### config.mk
export PLATFORM = sky130hd
export DESIGN_NAME = spi_mosi_frame_collector
export DESIGN_NICKNAME = d
export VERILOG_FILES = /design/src/rtl/pulpino_spi_master_ip_global_pkg.sv /design/src/rtl/spi_edge_sync.sv /design/src/rtl/spi_mosi_frame_collector.sv
export SDC_FILE = /design/constraint.sdc
export NUM_CORES = 1
export LEC_CHECK = 0
export CAP_MARGIN = 5
export CORE_ASPECT_RATIO = 0.75
export CORE_MARGIN = 2
export CORE_UTILIZATION = 35
export CTS_CLUSTER_DIAMETER = 120
export DETAILED_ROUTE_END_ITERATION = 8
export PLACE_DENSITY_LB_ADDON = 0.1
export SETUP_SLACK_MARGIN = 0.4
export SYNTH_ARGS = -nofsm -noshare
export SYNTH_HDL_FRONTEND = slang
export SYNTH_SLANG_ARGS = --single-unit
### constraint.sdc
create_clock -name clk_i -period 4.83 [get_ports clk_i]
set_clock_uncertainty 0.2 [all_clocks]
set_input_delay 0.483 -clock clk_i [delete_from_list [all_inputs] [get_ports clk_i]]
set_output_delay 0.483 -clock clk_i [all_outputs]
set_load 0.02 [all_outputs]
### src/rtl/pulpino_spi_master_ip_global_pkg.sv
// Shared types for the SPI master IP collector: FSM states, flag bit positions,
// packet layout and the phase-sequencing helper.
package pulpino_spi_master_ip_global_pkg;

    typedef enum logic [2:0] {
        COL_IDLE,
        COL_CMD,
        COL_ADDR,
        COL_DUMMY,
        COL_DATA,
        COL_DATA_EXTRA,
        COL_EMIT
    } col_state_e;

    localparam int FLAG_COMPLETE = 0;
    localparam int FLAG_SHORT    = 1;
    localparam int FLAG_OVERFLOW = 2;

    localparam int PKT_FIELD_W = 32;
    localparam int PKT_DUMMY_W = 16;

    typedef struct packed {
        logic [PKT_FIELD_W-1:0] cmd;
        logic [PKT_FIELD_W-1:0] addr;
        logic [PKT_DUMMY_W-1:0] dummy;
        logic [PKT_FIELD_W-1:0] data;
        logic [PKT_FIELD_W-1:0] bit_cnt;
        logic [2:0]             flag;
    } collector_pkt_t;

    // First non-empty phase after cur; later checks take priority so the
    // earliest non-empty phase wins.
    function automatic col_state_e next_phase(input col_state_e  cur,
                                              input logic [15:0] cmd_len,
                                              input logic [15:0] addr_len,
                                              input logic [15:0] dummy_len,
                                              input logic [15:0] data_len);
        col_state_e nxt;
        nxt = COL_DATA_EXTRA;
        if ((cur inside {COL_IDLE, COL_CMD, COL_ADDR, COL_DUMMY}) && (data_len != 16'd0))
            nxt = COL_DATA;
        if ((cur inside {COL_IDLE, COL_CMD, COL_ADDR}) && (dummy_len != 16'd0))
            nxt = COL_DUMMY;
        if ((cur inside {COL_IDLE, COL_CMD}) && (addr_len != 16'd0))
            nxt = COL_ADDR;
        if ((cur == COL_IDLE) && (cmd_len != 16'd0))
            nxt = COL_CMD;
        return nxt;
    endfunction

endpackage

### src/rtl/spi_edge_sync.sv
// Synchronizes the SPI pad signals into clk_i and produces SCLK-rise and
// CSN-fall/CSN-rise pulses plus the MOSI bit aligned with the SCLK rise.
module spi_edge_sync #(
    parameter int SYNC_STAGES = 2
) (
    input  logic clk_i,
    input  logic rst_i,
    input  logic spi_clk_i,
    input  logic spi_csn_i,
    input  logic spi_mosi_i,
    output logic sclk_rise_o,
    output logic mosi_o,
    output logic csn_fall_o,
    output logic csn_rise_o
);
    logic [SYNC_STAGES-1:0] clk_sync_q;
    logic [SYNC_STAGES-1:0] csn_sync_q;
    logic [SYNC_STAGES-1:0] mosi_sync_q;
    logic [SYNC_STAGES-1:0] fill_q;
    logic                   clk_prev_q;
    logic                   csn_prev_q;
    logic                   armed_q;
    logic                   clk_s;
    logic                   csn_s;

    assign clk_s = clk_sync_q[SYNC_STAGES-1];
    assign csn_s = csn_sync_q[SYNC_STAGES-1];

    // A CSN fall only counts once CSN has been seen high with the pipeline
    // refilled after reset, so a reset released mid-frame waits for a new frame.
    always_ff @(posedge clk_i) begin
        if (rst_i) begin
            clk_sync_q  <= '0;
            csn_sync_q  <= '1;
            mosi_sync_q <= '0;
            fill_q      <= '0;
            clk_prev_q  <= 1'b0;
            csn_prev_q  <= 1'b1;
            armed_q     <= 1'b0;
        end else begin
            clk_sync_q  <= SYNC_STAGES'({clk_sync_q, spi_clk_i});
            csn_sync_q  <= SYNC_STAGES'({csn_sync_q, spi_csn_i});
            mosi_sync_q <= SYNC_STAGES'({mosi_sync_q, spi_mosi_i});
            fill_q      <= SYNC_STAGES'({fill_q, 1'b1});
            clk_prev_q  <= clk_s;
            csn_prev_q  <= csn_s;
            armed_q     <= armed_q | (fill_q[SYNC_STAGES-1] & csn_s);
        end
    end

    assign sclk_rise_o = clk_s & ~clk_prev_q;
    assign mosi_o      = mosi_sync_q[SYNC_STAGES-1];
    assign csn_fall_o  = armed_q & csn_prev_q & ~csn_s;
    assign csn_rise_o  = csn_s & ~csn_prev_q;

endmodule

### src/rtl/spi_mosi_frame_collector.sv
// Rebuilds each SPI chip-select frame into a cmd/addr/dummy/data packet with
// status flags. CMD_W, ADDR_W and DATA_W must not exceed 32.
//
// state          | meaning
// COL_IDLE       | waiting for a chip-select fall
// COL_CMD        | shifting command bits
// COL_ADDR       | shifting address bits
// COL_DUMMY      | shifting dummy-phase bits
// COL_DATA       | shifting write data (first DATA_W bits kept)
// COL_DATA_EXTRA | all expected bits seen; further edges mark overflow
// COL_EMIT       | load the output register, or drop the frame if it is full
module spi_mosi_frame_collector
    import pulpino_spi_master_ip_global_pkg::*;
#(
    parameter int ADDR_W      = 32,
    parameter int CMD_W       = 32,
    parameter int DATA_W      = 32,
    parameter int SYNC_STAGES = 2
) (
    input  logic              clk_i,
    input  logic              rst_i,
    input  logic              spi_clk_i,
    input  logic              spi_csn_i,
    input  logic              spi_mosi_i,
    input  logic [5:0]        cfg_cmd_len_i,
    input  logic [5:0]        cfg_addr_len_i,
    input  logic [15:0]       cfg_dummy_len_i,
    input  logic [15:0]       cfg_data_len_i,
    output logic              pkt_valid_o,
    input  logic              pkt_ready_i,
    output logic [CMD_W-1:0]  pkt_cmd_o,
    output logic [ADDR_W-1:0] pkt_addr_o,
    output logic [15:0]       pkt_dummy_o,
    output logic [DATA_W-1:0] pkt_data_o,
    output logic [31:0]       pkt_bit_cnt_o,
    output logic [2:0]        pkt_flag_o,
    output logic              overrun_o
);
    localparam int DCNT_W = $clog2(DATA_W + 1);

    logic              sclk_rise;
    logic              mosi_bit;
    logic              csn_fall;
    logic              csn_rise;
    col_state_e        state_q;
    col_state_e        state_d;
    logic [15:0]       cmd_len_q;
    logic [15:0]       addr_len_q;
    logic [15:0]       dummy_len_q;
    logic [15:0]       data_len_q;
    logic [15:0]       phase_cnt_q;
    logic [15:0]       next_len;
    logic [CMD_W-1:0]  cmd_q;
    logic [ADDR_W-1:0] addr_q;
    logic [15:0]       dummy_q;
    logic [DATA_W-1:0] data_q;
    logic [DCNT_W-1:0] data_cnt_q;
    logic [31:0]       bit_cnt_q;
    logic              complete_q;
    logic              overflow_q;
    logic              start_pend_q;
    logic              valid_q;
    logic              overrun_q;
    collector_pkt_t    out_q;
    logic              start;
    logic              active;

    function automatic logic [15:0] phase_len(input col_state_e  st,
                                              input logic [15:0] cl,
                                              input logic [15:0] al,
                                              input logic [15:0] dl,
                                              input logic [15:0] dtl);
        logic [15:0] len;
        case (st)
            COL_CMD:   len = cl;
            COL_ADDR:  len = al;
            COL_DUMMY: len = dl;
            COL_DATA:  len = dtl;
            default:   len = 16'd0;
        endcase
        return len;
    endfunction

    spi_edge_sync #(
        .SYNC_STAGES(SYNC_STAGES)
    ) u_edge_sync (
        .clk_i      (clk_i),
        .rst_i      (rst_i),
        .spi_clk_i  (spi_clk_i),
        .spi_csn_i  (spi_csn_i),
        .spi_mosi_i (spi_mosi_i),
        .sclk_rise_o(sclk_rise),
        .mosi_o     (mosi_bit),
        .csn_fall_o (csn_fall),
        .csn_rise_o (csn_rise)
    );

    // A CSN fall seen during EMIT is remembered and starts the frame from IDLE.
    assign start  = (state_q == COL_IDLE) && (csn_fall || start_pend_q);
    assign active = state_q inside {COL_CMD, COL_ADDR, COL_DUMMY, COL_DATA, COL_DATA_EXTRA};

    always_ff @(posedge clk_i) begin
        if (rst_i) state_q <= COL_IDLE;
        else       state_q <= state_d;
    end

    always_comb begin
        state_d = state_q;
        case (state_q)
            COL_IDLE: begin
                if (start)
                    state_d = next_phase(COL_IDLE, 16'(cfg_cmd_len_i), 16'(cfg_addr_len_i),
                                         cfg_dummy_len_i, cfg_data_len_i);
            end
            COL_CMD, COL_ADDR, COL_DUMMY, COL_DATA: begin
                if (csn_rise)
                    state_d = COL_EMIT;
                else if (sclk_rise && (phase_cnt_q == 16'd1))
                    state_d = next_phase(state_q, cmd_len_q, addr_len_q, dummy_len_q, data_len_q);
            end
            COL_DATA_EXTRA: begin
                if (csn_rise) state_d = COL_EMIT;
            end
            COL_EMIT: state_d = COL_IDLE;
            default:  state_d = COL_IDLE;
        endcase
    end

    assign next_len = start ? phase_len(state_d, 16'(cfg_cmd_len_i), 16'(cfg_addr_len_i),
                                        cfg_dummy_len_i, cfg_data_len_i)
                            : phase_len(state_d, cmd_len_q, addr_len_q, dummy_len_q, data_len_q);

    always_ff @(posedge clk_i) begin
        if (rst_i) begin
            cmd_len_q    <= '0;
            addr_len_q   <= '0;
            dummy_len_q  <= '0;
            data_len_q   <= '0;
            phase_cnt_q  <= '0;
            cmd_q        <= '0;
            addr_q       <= '0;
            dummy_q      <= '0;
            data_q       <= '0;
            data_cnt_q   <= '0;
            bit_cnt_q    <= '0;
            complete_q   <= 1'b0;
            overflow_q   <= 1'b0;
            start_pend_q <= 1'b0;
            valid_q      <= 1'b0;
            overrun_q    <= 1'b0;
            out_q        <= '0;
        end else begin
            if (state_q == COL_EMIT && csn_fall) start_pend_q <= 1'b1;
            else if (state_q == COL_IDLE)        start_pend_q <= 1'b0;

            if (start) begin
                cmd_len_q   <= 16'(cfg_cmd_len_i);
                addr_len_q  <= 16'(cfg_addr_len_i);
                dummy_len_q <= cfg_dummy_len_i;
                data_len_q  <= cfg_data_len_i;
                phase_cnt_q <= next_len;
                cmd_q       <= '0;
                addr_q      <= '0;
                dummy_q     <= '0;
                data_q      <= '0;
                data_cnt_q  <= '0;
                bit_cnt_q   <= '0;
                complete_q  <= 1'b0;
                overflow_q  <= 1'b0;
            end

            if (active && sclk_rise) begin
                if (bit_cnt_q != '1) bit_cnt_q <= bit_cnt_q + 32'd1;
                case (state_q)
                    COL_CMD:   cmd_q   <= CMD_W'({cmd_q, mosi_bit});
                    COL_ADDR:  addr_q  <= ADDR_W'({addr_q, mosi_bit});
                    COL_DUMMY: dummy_q <= {dummy_q[14:0], mosi_bit};
                    COL_DATA: begin
                        if (data_cnt_q < DCNT_W'(DATA_W)) begin
                            data_q     <= DATA_W'({data_q, mosi_bit});
                            data_cnt_q <= data_cnt_q + 1'b1;
                        end
                    end
                    COL_DATA_EXTRA: overflow_q <= 1'b1;
                    default: ;
                endcase
                if (state_q != COL_DATA_EXTRA)
                    phase_cnt_q <= (phase_cnt_q == 16'd1) ? next_len : phase_cnt_q - 16'd1;
            end

            if (active && csn_rise) complete_q <= (state_q == COL_DATA_EXTRA);

            if (state_q == COL_EMIT) begin
                if (!valid_q || pkt_ready_i) begin
                    out_q.cmd                 <= PKT_FIELD_W'(cmd_q);
                    out_q.addr                <= PKT_FIELD_W'(addr_q);
                    out_q.dummy               <= dummy_q;
                    out_q.data                <= PKT_FIELD_W'(data_q);
                    out_q.bit_cnt             <= bit_cnt_q;
                    out_q.flag[FLAG_COMPLETE] <= complete_q;
                    out_q.flag[FLAG_SHORT]    <= ~complete_q;
                    out_q.flag[FLAG_OVERFLOW] <= overflow_q;
                    valid_q                   <= 1'b1;
                end else begin
                    overrun_q <= 1'b1;
                end
            end else if (valid_q && pkt_ready_i) begin
                valid_q <= 1'b0;
            end
        end
    end

    assign pkt_valid_o   = valid_q;
    assign pkt_cmd_o     = out_q.cmd[CMD_W-1:0];
    assign pkt_addr_o    = out_q.addr[ADDR_W-1:0];
    assign pkt_dummy_o   = out_q.dummy;
    assign pkt_data_o    = out_q.data[DATA_W-1:0];
    assign pkt_bit_cnt_o = out_q.bit_cnt;
    assign pkt_flag_o    = out_q.flag;
    assign overrun_o     = overrun_q;

endmodule

* After elaboration in Yosys (flattened, before gate mapping) *
Index checks and enable logic that the tools add are counted.
W data, S select, Z words.

word-level totals
  flip-flop bits (word level) = 376
  input port bits = 50
  output and inout port bits = 149
  word-level logic and storage cells = 144

cells by class
  add/subtract/negate cells = 3
  magnitude comparators = 1
  eq/ne operators = 14
  multiplexer cells = 51
  bitwise logic cells = 11
  reduce and logical (&&, ||, !) cells = 33

operator list
  operator                 count
  $mux W32                 13
  $mux W16                 8
  $pmux W16 S4             2
  $reduce_bool A16 Y1      6
  $add A32 B1 Y32 const B  1
  $ne A32 B32 Y1 const B   1
  $mux W3                  10
  $mux W6                  4
  $eq A16 B1 Y1 const B    1
  $sub A16 B1 Y16 const B  1
  $mux W1                  13
  $eq A3 B2 Y1 const B     4
  $eq A3 B3 Y1 const B     4
  $reduce_bool A6 Y1       2
  $logic_and A1 B1 Y1      10
  $pmux W3 S3              1
  $reduce_bool A2 Y1       4
  $add A6 B1 Y6 const B    1
  $eq A3 B1 Y1 const B     2
  $lt A6 B6 Y1 const B     1
  $reduce_and A2 Y1        3
  $and A1 B1 Y1            5
  $not A1 Y1               5
  $reduce_bool A5 Y1       1
  9 further kinds          10

* Longest topological paths before layout *
  depth after elaboration = 16
  depth in mapped cells = 13
  depth with buffers taken out = 11

* Modules after synthesis *
A second synthesis with hierarchy kept.

second synthesis, totals
  cells, all modules = 1884
  area, all modules = 14934.3 um^2

by module, submodules not included
  module                    times used  cells each  area each (um^2)  seq. area each (um^2)
  spi_mosi_frame_collector  1           1856        14614.0           7307.0
  spi_edge_sync             1           28          320.3             220.2

* Least setup slack after synthesis *
Ideal clock, no wire load.

  kind = register to register
  from = register bit_cnt_q[0]
  to = register bit_cnt_q[23]
  library setup time = 0.129 ns
  arrival = 2.585 ns
  required time = 4.501 ns
  setup slack = 1.916 ns
  stages on the path, launching flop included = 13
  buffers on the path = 2
  clock period less this slack = 2.914 ns
  path through = dfxtp_1 -> ha_1 -> nand3_1 -> nor3_1 -> and4_1 -> and2b_1 -> a21oi_1 -> clkbuf_1 -> nand2_1 -> clkbuf_1 -> nor2_1 -> o21ai_0 -> o31ai_1

on the way
  word-level cells in the longest chain between the ends = 3
  elaborated cells on any way between the ends = 4
  those cells by class = add/sub (1); eq/ne (1); mux (2)

RTL lines
  what                                               line                             source
  start: declaration                                 spi_mosi_frame_collector.sv:58   logic [31:0] bit_cnt_q;
  start signal: assignment                           spi_mosi_frame_collector.sv:173  if (bit_cnt_q != '1) bit_cnt_q <= bit_cnt_q + 32'd1;
  $add A32 B1 Y32 or $ne A32 B32 Y1 (tied branches)  spi_mosi_frame_collector.sv:173
  $mux W32 (*)                                       spi_mosi_frame_collector.sv:173
  $mux W32 (*)                                       spi_mosi_frame_collector.sv:172  if (active && sclk_rise) begin

Every way passes the cells marked *; elsewhere a longest branch is shown, timed or not.
A chain may end at the register's enable or synchronous reset.

* Worst setup path after layout *
  from = register state_q[2]
  to = register phase_cnt_q[14]

on the way
  word-level cells in the longest chain between the ends = 16
  elaborated cells on any way between the ends = 38
  those cells by class = eq/ne (10); mux (16); reduce/logical (12)

RTL lines
  what                                        line                                                              source
  start: declaration                          spi_mosi_frame_collector.sv:45                                    col_state_e state_q;
  start signal: assignment                    spi_mosi_frame_collector.sv:104                                   else state_q <= state_d;
  $eq A3 B1 Y1, or another cell as far along  --
  $reduce_bool A4 Y1                          pulpino_spi_master_ip_global_pkg.sv:40                            if ((cur inside {COL_IDLE, COL_CMD, COL_ADDR, COL_DUMMY}) && (data_len != 16'd0))
  $logic_and A1 B1 Y1                         pulpino_spi_master_ip_global_pkg.sv:40
  $mux W1                                     pulpino_spi_master_ip_global_pkg.sv:40
  $mux W3                                     pulpino_spi_master_ip_global_pkg.sv:42                            if ((cur inside {COL_IDLE, COL_CMD, COL_ADDR}) && (dummy_len != 16'd0))
  $mux W3                                     pulpino_spi_master_ip_global_pkg.sv:44                            if ((cur inside {COL_IDLE, COL_CMD}) && (addr_len != 16'd0))
  $mux W3                                     pulpino_spi_master_ip_global_pkg.sv:46                            if ((cur == COL_IDLE) && (cmd_len != 16'd0))
  $mux W3                                     spi_mosi_frame_collector.sv:118                                   else if (sclk_rise && (phase_cnt_q == 16'd1))
  $mux W3                                     spi_mosi_frame_collector.sv:116                                   if (csn_rise)
  $pmux W3 S3                                 spi_mosi_frame_collector.sv:109                                   case (state_q)
  $eq A3 B3 Y1, or another cell as far along  spi_mosi_frame_collector.sv:74                                    case (st)
  $pmux W16 S4                                spi_mosi_frame_collector.sv:74
  $mux W16                                    spi_mosi_frame_collector.sv:129                                   assign next_len = start ? phase_len(state_d, 16'(cfg_cmd_len_i), 16'(cfg_addr_len_i),
  $mux W16, on equally long branches          spi_mosi_frame_collector.sv:156, spi_mosi_frame_collector.sv:188
  $mux W16                                    spi_mosi_frame_collector.sv:187                                   if (state_q != COL_DATA_EXTRA)
  $mux W16 (*)                                spi_mosi_frame_collector.sv:172
  end signal: assignment                      spi_mosi_frame_collector.sv:161                                   phase_cnt_q <= next_len;
  end signal: assignment                      spi_mosi_frame_collector.sv:188                                   phase_cnt_q <= (phase_cnt_q == 16'd1) ? next_len : phase_cnt_q - 16'd1;
  end: declaration                            spi_mosi_frame_collector.sv:51                                    logic [15:0] phase_cnt_q;

Marks and branches as above.

==> impl_metrics.ini <==
[yosys]
yosys_warnings = 0
synth_top_flop_cell = dfxtp_1
synth_xor_area_frac = 0.008678
ys_types = 73
yosys.area_share.simple = 0.2621
synth_edf_count = 0
synth_compound_area_frac = 0.1803
synth_fa_ha_area_frac = 0.003306
synthMuxAreaShare = 0.008926
seq_area_frac_synth = 0.4972
syn_avg_cell_area_um2 = 7.764
synth_cells = 1950
syn_area_um2 = 15140
synth_top_family_by_area = simple AND/OR/NAND/NOR gates
syn-num-nets = 2004
ys_ff_latch = 376
async_reset_ff_frac = 0

[cts]
path_clk_slew_ps = 60
insertion_delay_ps = 550
clockBufferDepth = 3
hold_buffers = 0
ctsResizeCount = 0
htree_num_levels = 2
cts_root_buffer = clkbuf_16
cts_setup_buffers = 0
cts_tree = built
cts.sinks = 376
cts_inserted_buffers = 40

[sta]
fin_setup_tns_ps = 0
hold_ws_ps = 240.9
period_share = 0.7995
finalCriticalPeriod_ps = 3862
worst_pin_slew_ps = 1157
relSlewSlack = 0.2253
maxSlewViolCount = 0
rsz0062_at_grt = no
setup_viol = 0
fin_ws_ps = 968.3
hold_viol = 0
max_freq_ghz = 0.2590

[grt]
track_usage = 0.1911
antenna_found_initial = 0
grt_pass1_vias = 12800
grt_max_degree = 189
grt_pass1_wl_mm = 70.17
grt_overflow = 0

[routing]
dr.pass1.iters = 5
num_vias = 13810
avgViaCountPerCell = 5.180
drc = 0
antenna_left = 0
routed_wl_mm = 43.88
drtIter0Drc = 1088
post_drt_wl_per_cell_um = 16.46

[critical_path]
critical_path.max_stage_delay_ps = 790
timing.setup.critical_path_class = flip-flop to flip-flop
cp-start-kind = flip-flop
cp.arrival_ps = 4110
r2r_start = state_q[2]
rrSetupSlack_ps = 970
cp_max_fo = 21
cp_top_family = simple AND/OR/NAND/NOR gates
critPathBufInv = 0
cpMaxStageDelayCell = dfxtp_1
timing.rr.end = phase_cnt_q[14]
worstRegToRegCells = 9
cp_cell_sequence = or3_4 > and3_1 > nand2_2 > a21oi_1 > nor3_2 > nor2_2 > nand2_1 > a32o_1 > a2111oi_2
worstPathRequired_ps = 5080
end_kind = flip-flop

[power]
power.leakage_nw = 6.136
total_power_mw = 6.618
p_per_area_nw_per_um2 = 350.8
ir_drop_uv = 265.8

[job]
drv_cap = 0

[finish]
fin_area_um2 = 18870
nNetsFinal = 2120
final_cell_mix = 535 x nand2_1, 376 x dfxtp_1, 346 x a21oi_1
seqCellArea_um2 = 7527
synthToLayoutAreaGrowth_pct = 24.62
drive_above_1_share = 0.05773
antennaDiodeCount = 0
fillers = 4359
multiInputGateArea_um2 = 7061
layout_commonest_cell = nand2_1

[place]
gp_congestion = 0.8598
port_buffers = 198
placed_area_um2 = 17510
dp.final_hpwl_mm = 28.54
place_ws_ps = 909.2

[floorplanning]
coreArea_um2 = 42370
ios = 199
initial_core_util = 0.3573
dieWidth_um = 244.2
die-area_um2 = 44950
row_count = 65
die_h_um = 184.1

[hold_path]
hold-path-cell-count = 1
min_from = u_edge_sync.csn_sync_q[0]
hold_end = u_edge_sync.csn_sync_q[1]
holdCritPathClass = flip-flop to flip-flop

[status]
status = complete, no violations
==> metrics by stage <==
stage	cells	util
finish	2665	0.4453
global route	2665	0.4453
CTS	2665	0.4453
detailed placement	2593	0.4133
global placement	2593	0.4133
floorplan	1950	-
==> power breakdown <==
group	internal [mW]	switching, mW
Clock	1.91	1.28
Sequential	3.11	0.0197
Combinational	0.106	0.187
==> how the worst max path moves through the flow <==
stage | depth (start not counted) | to | startpoint | slack [ps]
after floorplan | 12 | bit_cnt_q[23] | bit_cnt_q[0] | 1920
after global placement | 11 | phase_cnt_q[14] | cfg_data_len_i[7] | 920
after detailed placement | 11 | phase_cnt_q[14] | cfg_data_len_i[7] | 910
after CTS | 9 | phase_cnt_q[14] | state_q[2] | 990
after global routing | 10 | phase_cnt_q[13] | phase_cnt_q[0] | 660
final | 9 | phase_cnt_q[14] | state_q[2] | 970
==> sequential cells by signal (all words and copies together), names as in the netlist, 16 cells and up <==
signal and flops:
addr_q 32, bit_cnt_q 32, cmd_q 32, data_len_q 16
data_q 32, dummy_len_q 16, dummy_q 16, phase_cnt_q 16
pkt_addr_o 32, pkt_bit_cnt_o 32, pkt_cmd_o 32, pkt_data_o 32
pkt_dummy_o 16
==> per-layer routing <==
metal / track usage / vias up / wire length, um
met5: 0 / - / 0
met4: 0.05073 / 0 / 813
met3: 0.04718 / 60 / 3051
met2: 0.2757 / 356 / 18130
met1: 0.2811 / 6452 / 21880
li1: - / 6937 / -
==> kinds of logic (layout without fill, tap and decap cells) <==
kind of cell | after synthesis | after routing
compound gates | 492 | 492
simple gates | 896 | 896
buf+inv | 154 | 300
flops | 376 | 376
mux | 13 | 13
fa+ha+maj | 4 | 4
xor+xnor | 15 | 15
==> cell usage after synthesis (all sizes together), types with 3 or more instances <==
master | number | area share
nand2 | 536 | 0.13
dfxtp | 376 | 0.50
a21oi | 346 | 0.11
nand3 | 142 | 0.047
clkbuf | 124 | 0.031
nor2 | 89 | 0.022
o21ai | 65 | 0.021
nor4 | 27 | 0.014
buf | 23 | 0.0070
nor3 | 16 | 0.0060
and3 | 12 | 0.0053
nor2b | 12 | 0.0050
xor2 | 11 | 0.0064
nand4 | 10 | 0.0045
a31oi | 9 | 0.0037
mux2i | 9 | 0.0060
or2 | 9 | 0.0037
a221oi | 8 | 0.0046
a211oi | 7 | 0.0035
inv | 7 | 0.0017
and4 | 6 | 0.0035
nand2b | 6 | 0.0025
nor3b | 6 | 0.0030
or3 | 6 | 0.0028
a221o | 5 | 0.0033
a22oi | 5 | 0.0025
and2 | 5 | 0.0021
o22ai | 5 | 0.0021
o31ai | 5 | 0.0025
a311oi | 4 | 0.0023
ha | 4 | 0.0033
mux2 | 4 | 0.0030
or4 | 4 | 0.0020
xnor2 | 4 | 0.0023
a2111oi | 3 | 0.0026
a22o | 3 | 0.0017
nand3b | 3 | 0.0015
o211ai | 3 | 0.0015
==> layout make-up <==
class,instances,share of cell area
inverter,7,0.001393
clock inverter,14,0.01154
timing repair buffer,221,0.1158
sequential,376,0.3990
multi-input combinational,1420,0.3742
tap,569,0.03773
clock buffer,58,0.06035
Note: power is estimated with default switching activity, not from simulation.
